### src/rtl/db15_pkg.sv
// db15_pkg: shared definitions for the DB15 serial joystick link.
//   - frame length and responder FSM state type
//   - button bit positions within a 16-bit joystick word (shared with the receiver)
//   - db15_frame(): packs two joystick words into the on-wire frame order
package db15_pkg;

    localparam int DB15_FRAME_BITS = 32;

    typedef enum logic [1:0] {
        IDLE  = 2'd0,
        LOAD  = 2'd1,
        SHIFT = 2'd2,
        DONE  = 2'd3
    } db15_state_t;

    // Button positions inside a joystick word (1 = pressed).
    localparam int BTN_R      = 0;
    localparam int BTN_L      = 1;
    localparam int BTN_X      = 2;
    localparam int BTN_A      = 3;
    localparam int BTN_RIGHT  = 4;
    localparam int BTN_LEFT   = 5;
    localparam int BTN_DOWN   = 6;
    localparam int BTN_UP     = 7;
    localparam int BTN_START  = 8;
    localparam int BTN_SELECT = 9;
    localparam int BTN_Y      = 10;
    localparam int BTN_B      = 11;
    localparam int BTN_C      = 12;
    localparam int BTN_Z      = 13;
    localparam int BTN_MODE   = 14;
    localparam int BTN_HOME   = 15;

    // Player 1 goes out first, so it sits in the low half (bit0 leaves first).
    function automatic logic [DB15_FRAME_BITS-1:0] db15_frame(input logic [15:0] j1,
                                                              input logic [15:0] j2);
        return {j2, j1};
    endfunction

endpackage

### src/rtl/sync_edge.sv
// sync_edge: multi-flop synchronizer with rise/fall detection.
//   clk, reset : system clock, synchronous active-high reset
//   in         : asynchronous input pin
//   out_sync   : synchronized level (STAGES flops after the pin)
//   rise, fall : one-cycle pulses derived from the last two synchronized samples
// RST_VAL is the idle level of the pin, so leaving reset never fakes an edge.
module sync_edge
    import db15_pkg::*;
#(
    parameter int   STAGES  = 2,
    parameter logic RST_VAL = 1'b0
) (
    input  logic clk,
    input  logic reset,
    input  logic in,
    output logic out_sync,
    output logic rise,
    output logic fall
);

    logic [STAGES-1:0] chain;
    logic              prev;

    always_ff @(posedge clk) begin
        if (reset) begin
            chain <= {STAGES{RST_VAL}};
            prev  <= RST_VAL;
        end else begin
            chain <= {chain[STAGES-2:0], in};
            prev  <= chain[STAGES-1];
        end
    end

    assign out_sync = chain[STAGES-1];
    assign rise     = out_sync & ~prev;
    assign fall     = ~out_sync & prev;

endmodule

### src/rtl/joy_db15_responder.sv
// joy_db15_responder: device end of the DB15 serial joystick link.
// Behaves like a parallel-in/serial-out shift chain: while the host holds
// joy_load low the two joystick words are captured continuously, and after
// load is released each host joy_clk rising edge shifts the next bit out.
//   clk        : system clock (>= 8x host joy_clk)
//   reset      : synchronous, active-high
//   joystick1/2: button maps, 1 = pressed
//   joy_clk    : host shift clock (async)
//   joy_load   : host load strobe (async, active-low)
//   joy_data   : registered serial data to host
//   busy       : frame partly shifted out
//   frame_done : one-cycle pulse when the last frame bit is presented
//   bit_index  : index of the bit currently on joy_data
module joy_db15_responder
    import db15_pkg::*;
#(
    parameter int SYNC_STAGES = 2,
    parameter int FRAME_BITS  = DB15_FRAME_BITS,
    parameter bit ACTIVE_LOW  = 1'b1,
    parameter bit FILL_BIT    = 1'b1
) (
    input  logic        clk,
    input  logic        reset,
    input  logic [15:0] joystick1,
    input  logic [15:0] joystick2,
    input  logic        joy_clk,
    input  logic        joy_load,
    output logic        joy_data,
    output logic        busy,
    output logic        frame_done,
    output logic [4:0]  bit_index
);

    localparam logic [4:0] LAST_IDX = 5'(FRAME_BITS - 1);
    // Level that means "nothing pressed" on the wire.
    localparam logic       IDLE_LVL = ACTIVE_LOW;

    logic ck_sync, ck_rise, ck_fall;
    logic ld_sync, ld_rise, ld_fall;

    sync_edge #(.STAGES(SYNC_STAGES), .RST_VAL(1'b0)) u_sync_clk (
        .clk      (clk),
        .reset    (reset),
        .in       (joy_clk),
        .out_sync (ck_sync),
        .rise     (ck_rise),
        .fall     (ck_fall)
    );

    sync_edge #(.STAGES(SYNC_STAGES), .RST_VAL(1'b1)) u_sync_load (
        .clk      (clk),
        .reset    (reset),
        .in       (joy_load),
        .out_sync (ld_sync),
        .rise     (ld_rise),
        .fall     (ld_fall)
    );

    // Load acts on the synchronized level, and joy_clk falling edges mean
    // nothing, so these detector outputs are intentionally left unused.
    logic unused_edges;
    assign unused_edges = ^{ck_sync, ck_fall, ld_rise, ld_fall};

    db15_state_t             state, state_nxt;
    logic [FRAME_BITS-1:0]   sr, sr_nxt;
    logic [FRAME_BITS-1:0]   capture;
    logic [4:0]              idx_nxt;
    logic                    jd_nxt, busy_nxt, done_nxt;

    assign capture = FRAME_BITS'(db15_frame(joystick1, joystick2));

    always_ff @(posedge clk) begin
        if (reset) begin
            state      <= IDLE;
            sr         <= {FRAME_BITS{FILL_BIT}};
            bit_index  <= '0;
            joy_data   <= IDLE_LVL;
            busy       <= 1'b0;
            frame_done <= 1'b0;
        end else begin
            state      <= state_nxt;
            sr         <= sr_nxt;
            bit_index  <= idx_nxt;
            joy_data   <= jd_nxt;
            busy       <= busy_nxt;
            frame_done <= done_nxt;
        end
    end

    always_comb begin
        state_nxt = state;
        sr_nxt    = sr;
        idx_nxt   = bit_index;
        jd_nxt    = joy_data;
        busy_nxt  = busy;
        done_nxt  = 1'b0;

        if (!ld_sync) begin
            // Load low wins from every state, including over a clock edge in
            // the same cycle; a partial frame is simply abandoned. joy_data is
            // transparent to joystick1[0] like a '165 with its load asserted.
            state_nxt = LOAD;
            sr_nxt    = capture;
            idx_nxt   = '0;
            jd_nxt    = joystick1[0] ^ ACTIVE_LOW;
            busy_nxt  = 1'b0;
        end else begin
            case (state)
                IDLE: begin
                    jd_nxt = IDLE_LVL;
                end
                LOAD: begin
                    // Load just released: freeze the last capture. Any clock
                    // edge seen this cycle is dropped.
                    state_nxt = SHIFT;
                    jd_nxt    = sr[0] ^ ACTIVE_LOW;
                end
                SHIFT: begin
                    if (ck_rise) begin
                        sr_nxt  = {FILL_BIT, sr[FRAME_BITS-1:1]};
                        idx_nxt = bit_index + 5'd1;
                        jd_nxt  = sr[1] ^ ACTIVE_LOW;
                        if (bit_index == LAST_IDX - 5'd1) begin
                            done_nxt  = 1'b1;
                            busy_nxt  = 1'b0;
                            state_nxt = DONE;
                        end else begin
                            busy_nxt = 1'b1;
                        end
                    end
                end
                DONE: begin
                    // Last bit stays up until the host clocks past it; after
                    // that the line idles and the index stays saturated.
                    if (ck_rise) begin
                        sr_nxt = {FILL_BIT, sr[FRAME_BITS-1:1]};
                        jd_nxt = IDLE_LVL;
                    end
                end
                default: begin
                    state_nxt = IDLE;
                end
            endcase
        end
    end

endmodule
### config.mk
export PLATFORM = sky130hd
export DESIGN_NAME = joy_db15_responder
export DESIGN_NICKNAME = d
export VERILOG_FILES = /design/src/rtl/db15_pkg.sv /design/src/rtl/sync_edge.sv /design/src/rtl/joy_db15_responder.sv
export SDC_FILE = /design/constraint.sdc
export NUM_CORES = 1
export LEC_CHECK = 0
export BUFFER_PORTS_ARGS = -buffer_cell sky130_fd_sc_hd__buf_4
export CORE_ASPECT_RATIO = 0.8
export CORE_MARGIN = 3
export CORE_UTILIZATION = 30
export CTS_CLUSTER_SIZE = 10
export DETAILED_ROUTE_END_ITERATION = 12
export GPL_TIMING_DRIVEN = 0
export PLACE_DENSITY_LB_ADDON = 0.12
export SLEW_MARGIN = 20
export SYNTH_ARGS = -nofsm -noshare
export SYNTH_HDL_FRONTEND = slang
export SYNTH_SLANG_ARGS = --single-unit
### constraint.sdc
create_clock -name clk -period 2.8 [get_ports clk]
set_input_delay 0.28 -clock clk [delete_from_list [all_inputs] [get_ports clk]]
set_output_delay 0.28 -clock clk [all_outputs]
set_load 0.01 [all_outputs]
* Yosys cells after proc, flatten, opt, wreduce, memory -nomap -nowiden
Cells that the tools add are included.
W data, S select, Z words.
** Word-level totals
- Register bits after elaboration :: 47
- Input port bits :: 36
- Output and inout bits :: 8
- Word-level logic and storage cells :: 54
** Cells by class
- $add $sub $neg :: 1
- Equality and inequality tests :: 12
- Muxes and demuxes :: 13
- Bitwise logic cells :: 8
- Reduce and logical (&&, ||, !) cells :: 10
** Operators by type and width (number)
- $mux W32 :: 3
- $ne A3 B3 Y1 const B :: 4
- $ne A2 B2 Y1 const B :: 4
- $not A1 Y1 :: 7
- $mux W1 :: 6
- $reduce_and A2 Y1 :: 3
- $reduce_and A3 Y1 :: 2
- $add A5 B1 Y5 const B :: 1
- $eq A5 B5 Y1 const B :: 1
- $eq A2 B2 Y1 const B :: 2
- $mux W2 :: 2
- $pmux W1 S4 :: 1
- $pmux W2 S2 :: 1
- $reduce_or A2 Y1 :: 2
- $reduce_or A4 Y1 :: 1
- $eq A2 B1 Y1 const B :: 1
- $logic_not A2 Y1 :: 1
- $reduce_bool A2 Y1 :: 1
- $and A1 B1 Y1 :: 1

* Longest topological paths before layout
Gate-level depths: netlist of the first run.
- Depth after elaboration :: 5
- Mapped depth :: 6
- Depth with buffers taken out :: 5

* Hierarchy
A second synthesis of the first run with hierarchy kept.
** Unflattened totals
- Cell total of the unflattened synthesis :: 254
- Area, all modules :: 2264.7 sq um
** Modules (own cells, without submodules)
- joy_db15_responder :: times used 1, cells each 238, area an instance 2080.7 sq um, seq. area each 840.8 sq um
- sync_edge at u_sync_load :: times used 1, cells each 8, area an instance 92.6 sq um, seq. area each 60.1 sq um
- sync_edge at u_sync_clk :: times used 1, cells each 8, area an instance 91.3 sq um, seq. area each 60.1 sq um

* Least setup slack after synthesis of the first run
OpenSTA, ideal clock, no wires.
- Path type :: reg2reg
- Start point :: reg state[1]
- End point :: reg state[0]
- Library setup time :: 0.074 ns
- Arrival :: 1.273 ns
- Required time :: 2.726 ns
- Path slack :: 1.453 ns
- Stages on the path, launching flop included :: 6
- Buffers on the path :: 1
- Clock period less this slack :: 1.347 ns
- Cells stage by stage :: dfxtp_1 ha_1 buf_4 nand3b_2 or3_1 a31oi_1
** On the way
- Longest elaborated chain between the ends :: 3
- Elaborated cells between the ends (all ways) :: 8
- Those cells by class :: eq/ne: 5; mux: 2; reduce/logical: 1
** Ends and longest elaborated chain
- from (decl) :: RTL line joy_db15_responder.sv:64 : db15_state_t state, state_nxt;
- from (signal assigned) :: RTL line joy_db15_responder.sv:81 : state <= state_nxt;
- $eq A2 B2 Y1 or $eq A2 B1 Y1 (tied branches) :: RTL line joy_db15_responder.sv:108 : case (state)
- $ne A3 B3 Y1 (no source line) or $pmux W2 S2 (tied branches)
- $reduce_and A3 Y1 (no source line) or $mux W1 (tied branches)
Several ways; a longest one is shown, not always the timed one.
A chain may end at the register's enable or synchronous reset.

* Worst setup path in the final report of the first run
Ends and elaborated chain as after synthesis.

==> results of run 1 <==
## worst paths after layout
check,slack [ns],endpoint,startpoint
setup / recovery,1.29,state[0],state[1]
hold / removal,0.17,u_sync_load.chain[0],joy_load
setup reg to reg,1.29,state[0],state[1]
hold reg to reg,0.41,u_sync_load.chain[1],u_sync_load.chain[0]
## report_power, final
group | internal (mW) | leakage (nW) | switching, mW
Combinational | 0.0625 | 0.730 | 0.0526
Sequential | 0.694 | 0.384 | 0.0149
Clock | 0.176 | 0.0422 | 0.214
## state kept, by name, indices dropped and copies added, names as in the netlist
register	count
bit_index	5
busy	1
frame_done	1
joy_data	1
sr	32
state	2
u_sync_clk.chain	2
u_sync_clk.prev	1
u_sync_load.chain	2
## synthesized netlist by cell type, drive strengths merged
cell type | instances | area share
or2 | 3 | 0.0095
o21bai | 1 | 0.0038
nand3 | 1 | 0.0025
nand2b | 1 | 0.0032
inv | 6 | 0.011
nor2b | 7 | 0.022
a31oi | 32 | 0.10
nor3 | 7 | 0.018
a21oi | 4 | 0.010
or3 | 3 | 0.0095
buf | 11 | 0.039
nor2 | 31 | 0.059
nand3b | 2 | 0.0095
o21ai | 5 | 0.013
and2b | 1 | 0.0044
xor2 | 1 | 0.0044
o31a | 1 | 0.0044
ha | 5 | 0.032
o32ai | 1 | 0.0044
and3b | 1 | 0.0044
nand2 | 64 | 0.12
nand4b | 1 | 0.0044
nor3b | 1 | 0.0038
dfxtp | 47 | 0.48
nand4 | 1 | 0.0032
o31ai | 1 | 0.0038
a311oi | 1 | 0.0044
clkbuf | 6 | 0.011
xnor2 | 1 | 0.0044
## layer usage
| layer | vias to the layer above | share of wire | wire (um) |
|---|---|---|---|
| li1 | 931 | - | - |
| met1 | 768 | 0.53 | 2403 |
| met2 | 33 | 0.40 | 1804 |
| met3 | 4 | 0.056 | 251 |
| met4 | 0 | 0.0073 | 33 |
| met5 | - | 0 | 0 |
## logic make-up (layout without fill, tap and decap cells)
kind of cell               Yosys count  count (layout)
AOI/OAI and AO/OA                   46              46
DFF                                 47              47
xor gates and xnor gates             2               2
and+or+nand+nor                    124             124
buffers and inverters               23              74
adders and majority gates            5               5
## per-stage QoR
step	setup slack [ns]	cell area (um^2)	instances	total power [mW]
finish	1.291	2477	379	1.213
global route	1.148	2477	379	1.283
CTS	1.286	2477	379	1.230
detailed placement	1.320	2396	371	0.8411
global placement	1.309	2396	371	0.8406
floorplan	1.453	1972	247	0.7807
## area by class of cell
class | count | share of cell area
tap | 81 | 0.04091
clock buffer | 7 | 0.03081
multi-input combinational | 177 | 0.3672
timing repair buffer | 43 | 0.1303
buffer | 17 | 0.03990
inverter | 6 | 0.009091
sequential | 47 | 0.3798
clock inverter | 1 | 0.002020
## worst reg2reg max path, cell delays in order (launching register included)
cell	delay [ns]
dfxtp_1	0.42
ha_1	0.18
buf_4	0.15
nand3b_2	0.15
or3_1	0.38
a31oi_1	0.16
==> flow_metrics.env, run 1 <==
export IMPL_run_status="completed"
export IMPL_cts_tree="done"
export IMPL_avgSynthCellArea_um2=7.983
export IMPL_layout_drive_gt1_share=0.2181
export IMPL_grt_overflow=0
export IMPL_crit_family="simple AND/OR/NAND/NOR gates"
export IMPL_cp_start_kind="flop"
export IMPL_worst_hold_path_type="primary input to flop"
export IMPL_grt_pass1_wl_mm=7.707
export IMPL_via_count=1736
export IMPL_routed_wl_mm=4.493
export IMPL_endpoint_kind="flop"
export IMPL_whs_ns=0.1658
export IMPL_synth_xor_area_share=0.008883
export IMPL_slew_headroom=0.6928
export IMPL_groute_layer_met2_usage=0.1660
export IMPL_area_growth_pct=25.63
export IMPL_cpMaxStageDelayCell="dfxtp_1"
export IMPL_cts_root_buf="clkbuf_8"
export IMPL_ios=44
export IMPL_synth_seq_area_share=0.4772
export IMPL_cts_resized=0
export IMPL_ctsHtreeMaxLevel=2
export IMPL_clock_path_buffers=2
export IMPL_drt_initial_drc_count=67
export IMPL_max_freq_ghz=0.6626
export IMPL_cap_violations=0
export IMPL_yosysUniqueCellTypes=32
export IMPL_worst_slew_pin_slew_ns=0.4608
export IMPL_synth_top_family_by_area="simple AND/OR/NAND/NOR gates"
export IMPL_diodes=0
export IMPL_power_density_nw_per_um2=489.8
export IMPL_die_y_um=78.52
export IMPL_peakVddDrop_uv=231.8
export IMPL_via_per_inst=4.580
export IMPL_synth_compound_area_frac=0.1453
export IMPL_crit_fanout=9
export IMPL_drv_slew=0
export IMPL_place_congestion=0.7712
export IMPL_clk_pin_slew_ns=0.08
export IMPL_fp_coreArea_um2=6131
export IMPL_drtAntennaViolNets=0
export IMPL_multi_input_area_um2=909.6
export IMPL_cts_num_sinks=47
export IMPL_cp_required_ns=3.02
export IMPL_cts_hold_buf=0
export IMPL_path_buf_inv=1
export IMPL_final_setup_viol_count=0
export IMPL_busiest_layer="met1"
export IMPL_antenna_found_initial=0
export IMPL_cp_arrival_ns=1.73
export IMPL_globalRouteTotalUtil=0.1237
export IMPL_cts_buffers=5
export IMPL_rsz0062_at_grt="false"
export IMPL_crit_type="flop to flop"
export IMPL_grt_max_degree=14
export IMPL_hold_depth=2
export IMPL_nFillCells=695
export IMPL_insertion_delay_ns=0.29
export IMPL_final_cell_mix="nand2_1, dfxtp_1, buf_4, a31oi_1, nor2_1"
export IMPL_finalHoldViolCount=0
export IMPL_drt_first_pass_iters=4
export IMPL_final_util=0.4041
export IMPL_fin_tns_setup_ns=0
export IMPL_p_leak_nw=1.156
export IMPL_synth_simple_area_share=0.2754
export IMPL_synth_warnings=0
export IMPL_cts_setup_buffers=0
export IMPL_synthAdderAreaFrac=0.03173
export IMPL_place_hpwl_mm=3.258
export IMPL_synthMuxAreaShare=0
export IMPL_worst_clock_skew_ns=0.004118
export IMPL_io_buffer_count=43
export IMPL_start_util=0.3216
export IMPL_ff_latch_area_um2=940.9
export IMPL_wl_per_cell_um=11.85
export IMPL_cp_slowest_stage_delay_ns=0.42
export IMPL_grt_pass1_vias=1579
export IMPL_r2r_cells=5
export IMPL_layout_nets=338
export IMPL_layout_min_cycle_time_ns=1.509
export IMPL_syn_num_nets=288
export IMPL_gr_usage_met3=0.03641
export IMPL_syn_inst=247
export IMPL_cp_depth=5
export IMPL_die_area_um2=7588
export IMPL_num_rows=25
export IMPL_syn_area_um2=1972
export IMPL_final_period_utilization=0.5390
export IMPL_drc=0
export IMPL_final_common_cell="nand2_1"
export IMPL_path_cells="ha_1, buf_4, nand3b_2, or3_1, a31oi_1"
export IMPL_grt_use_met1=0.1878
export IMPL_die_x_um=96.65
export IMPL_ys_ff_latch=47
No activity file was read; power rests on OpenSTA's default activity.
==> inputs of run 2 (changes only) <==
clock period = 1.33 ns   (was 2.8 ns; I/O delays follow)
==> flow_metrics.env, run 2 (synthesized netlist as in run 1, its figures left out) <==
export IMPL_drt_first_pass_iters=4
export IMPL_start_util=0.3216
export IMPL_top_regs="sr x32, bit_index x5"
export IMPL_cts_hold_buf=0
export IMPL_die_y_um=78.52
export IMPL_area_growth_pct=32.30
export IMPL_drc=0
export IMPL_cp_required_ns=1.55
export IMPL_p_leak_nw=1.238
export IMPL_run_status="complete, but fails checks"
export IMPL_die_x_um=96.65
export IMPL_whs_ns=0.01681
export IMPL_num_rows=25
export IMPL_violations="negative setup slack"
export IMPL_peakVddDrop_uv=321.8
export IMPL_largest_register_ff_count=32
export IMPL_dp_worst_setup_slack_ns=-0.1082
export IMPL_cts_num_sinks=47
export IMPL_drv_slew=0
export IMPL_grt_max_degree=13
export IMPL_p_sw_frac=0.2330
export IMPL_final_cell_mix="nand2_1, buf_4, dfxtp_1, a31oi_1, nor2_1"
export IMPL_r2r_end="state[0]"
export IMPL_ctsHtreeMaxLevel=2
export IMPL_postPlaceCellArea_um2=2397
export IMPL_layout_min_cycle_time_ns=1.335
export IMPL_final_area_um2=2609
export IMPL_fin_tns_setup_ns=-0.005173
export IMPL_worst_hold_path_type="primary input to flop"
export IMPL_slew_headroom=0.7419
export IMPL_nFillCells=688
export IMPL_final_setup_viol_count=1
export IMPL_globalRouteTotalUtil=0.1254
export IMPL_grt_pass1_vias=1679
export IMPL_cp_arrival_ns=1.55
export IMPL_power_density_nw_per_um2=977.9
export IMPL_rsz0062_at_grt="true"
export IMPL_cts_buffers=5
export IMPL_final_common_cell="nand2_1"
export IMPL_layout_drive_gt1_share=0.2838
export IMPL_routed_wl_mm=4.636
export IMPL_via_per_inst=4.622
export IMPL_final_instance_count_excl_fill=384
export IMPL_r2r_cells=5
export IMPL_p_comb_frac=0.103
export IMPL_insertion_delay_ns=0.29
export IMPL_p_sw_mw=0.5943
export IMPL_worst_clock_skew_ns=0.004035
export IMPL_dp_cells=371
export IMPL_clk_pin_slew_ns=0.08
export IMPL_io_buffer_count=43
export IMPL_finalHoldViolCount=0
export IMPL_place_hpwl_mm=3.212
export IMPL_cp_start_kind="flop"
export IMPL_min_to="u_sync_load.chain[0]"
export IMPL_cap_violations=0
export IMPL_drtAntennaViolNets=0
export IMPL_cts_tree="done"
export IMPL_max_freq_ghz=0.7490
export IMPL_cts_root_buf="clkbuf_8"
export IMPL_final_period_utilization=1.004
export IMPL_reg2reg_slack_ns=-0.005
export IMPL_grt_pass1_wl_mm=7.872
export IMPL_hold_depth=2
export IMPL_p_int_mw=1.957
export IMPL_drt_initial_drc_count=121
export IMPL_endpoint_kind="flop"
export IMPL_worst_slack_ns=-0.005173
export IMPL_clock_path_buffers=2
export IMPL_via_count=1775
export IMPL_r2r_start="bit_index[0]"
export IMPL_crit_type="flop to flop"
export IMPL_worst_slew_pin_slew_ns=0.3871
export IMPL_pwr_share_seq=0.584
export IMPL_crit_fanout=4
export IMPL_wl_per_cell_um=12.07
export IMPL_grt_overflow=0
export IMPL_hp_start="joy_load"
export IMPL_layout_nets=345
export IMPL_diodes=0
export IMPL_largest_register="sr"
export IMPL_antenna_found_initial=0
export IMPL_ios=44
export IMPL_place_congestion=0.7242
export IMPL_clockPowerShare=0.313
export IMPL_die_area_um2=7588
export IMPL_fp_coreArea_um2=6131
[run 2: cell types whose count changed in the layout (fill, tap and decap cells not counted), moves of 2 or more]
cell,before,now
ha_4,0,3
dfxtp_4,0,3
clkbuf_1,8,3
clkbuf_4,0,3
buf_4,44,53
ha_1,5,2
dfxtp_1,47,41
inv_1,6,4
clkbuf_2,0,3
dfxtp_2,0,3
buf_2,7,2
[run 2: power groups by stage]
stage          combinational [mW]  sequential (mW)  clock, mW
3_5_place_dp                0.244             1.53          0
4_1_cts                     0.263             1.49      0.837
6_report                    0.263             1.49      0.798
5_1_grt                     0.298             1.50      0.879
3_3_place_gp                0.244             1.53          0
2_1_floorplan               0.125             1.52          0
[run 2: per-stage QoR]
stage,util,power [mW]
6_report,0.4255,2.551
5_1_grt,0.4255,2.675
4_1_cts,0.4149,2.592
3_5_place_dp,0.3910,1.770
3_3_place_gp,0.3910,1.769
2_1_floorplan,-,1.644
[run 2: cell type report]
| cell class | count | area [um^2] | area share |
|---|---|---|---|
| repair buffers | 52 | 394.1 | 0.1511 |
| multi-input cells | 177 | 955.9 | 0.3664 |
| clock buffers | 6 | 72.57 | 0.02782 |
| inverters | 6 | 25.02 | 0.009592 |
| flip-flops and latches | 47 | 955.9 | 0.3664 |
| well taps | 81 | 101.3 | 0.03885 |
| plain buffers | 15 | 103.9 | 0.03981 |
[run 2: timing repair]
| action | 4_1_cts | 5_1_grt |
|---|---|---|
| gates resized for setup | 12 | 21 |
| endpoints found under the hold margin | 0 | 0 |
| pin swaps | 3 | 7 |
| buffers inserted | 5 | 4 |
| endpoints found under the setup margin | 17 | 37 |
[run 2: worst max path at each step]
stage	from	end	cells past startpoint	slack [ns]
final	bit_index[0]	state[0]	5	-0.005
after global routing	bit_index[0]	state[0]	5	-0.05
after CTS	bit_index[0]	state[0]	5	0.0008
after detailed placement	u_sync_load.chain[1]	sr[10]	4	-0.11
after global placement	state[0]	state[0]	6	-0.11
after floorplan	state[0]	state[0]	6	0.02
[run 2: per-layer routing]
layer | wire length (um) | vias to the layer above | track usage | share of wire
met2 | 1861 | 41 | 0.1736 | 0.40
met4 | 59 | 0 | 0.04628 | 0.013
met3 | 240 | 7 | 0.03819 | 0.052
met5 | 0 | - | 0 | 0
met1 | 2474 | 785 | 0.1809 | 0.53
li1 | - | 942 | - | -
[run 2: critical path, stage by stage, from the launching register on]
cell	delay, ns
dfxtp_4	0.37
inv_4	0.06
ha_4	0.11
nand4_1	0.15
or3_1	0.39
a31oi_1	0.17
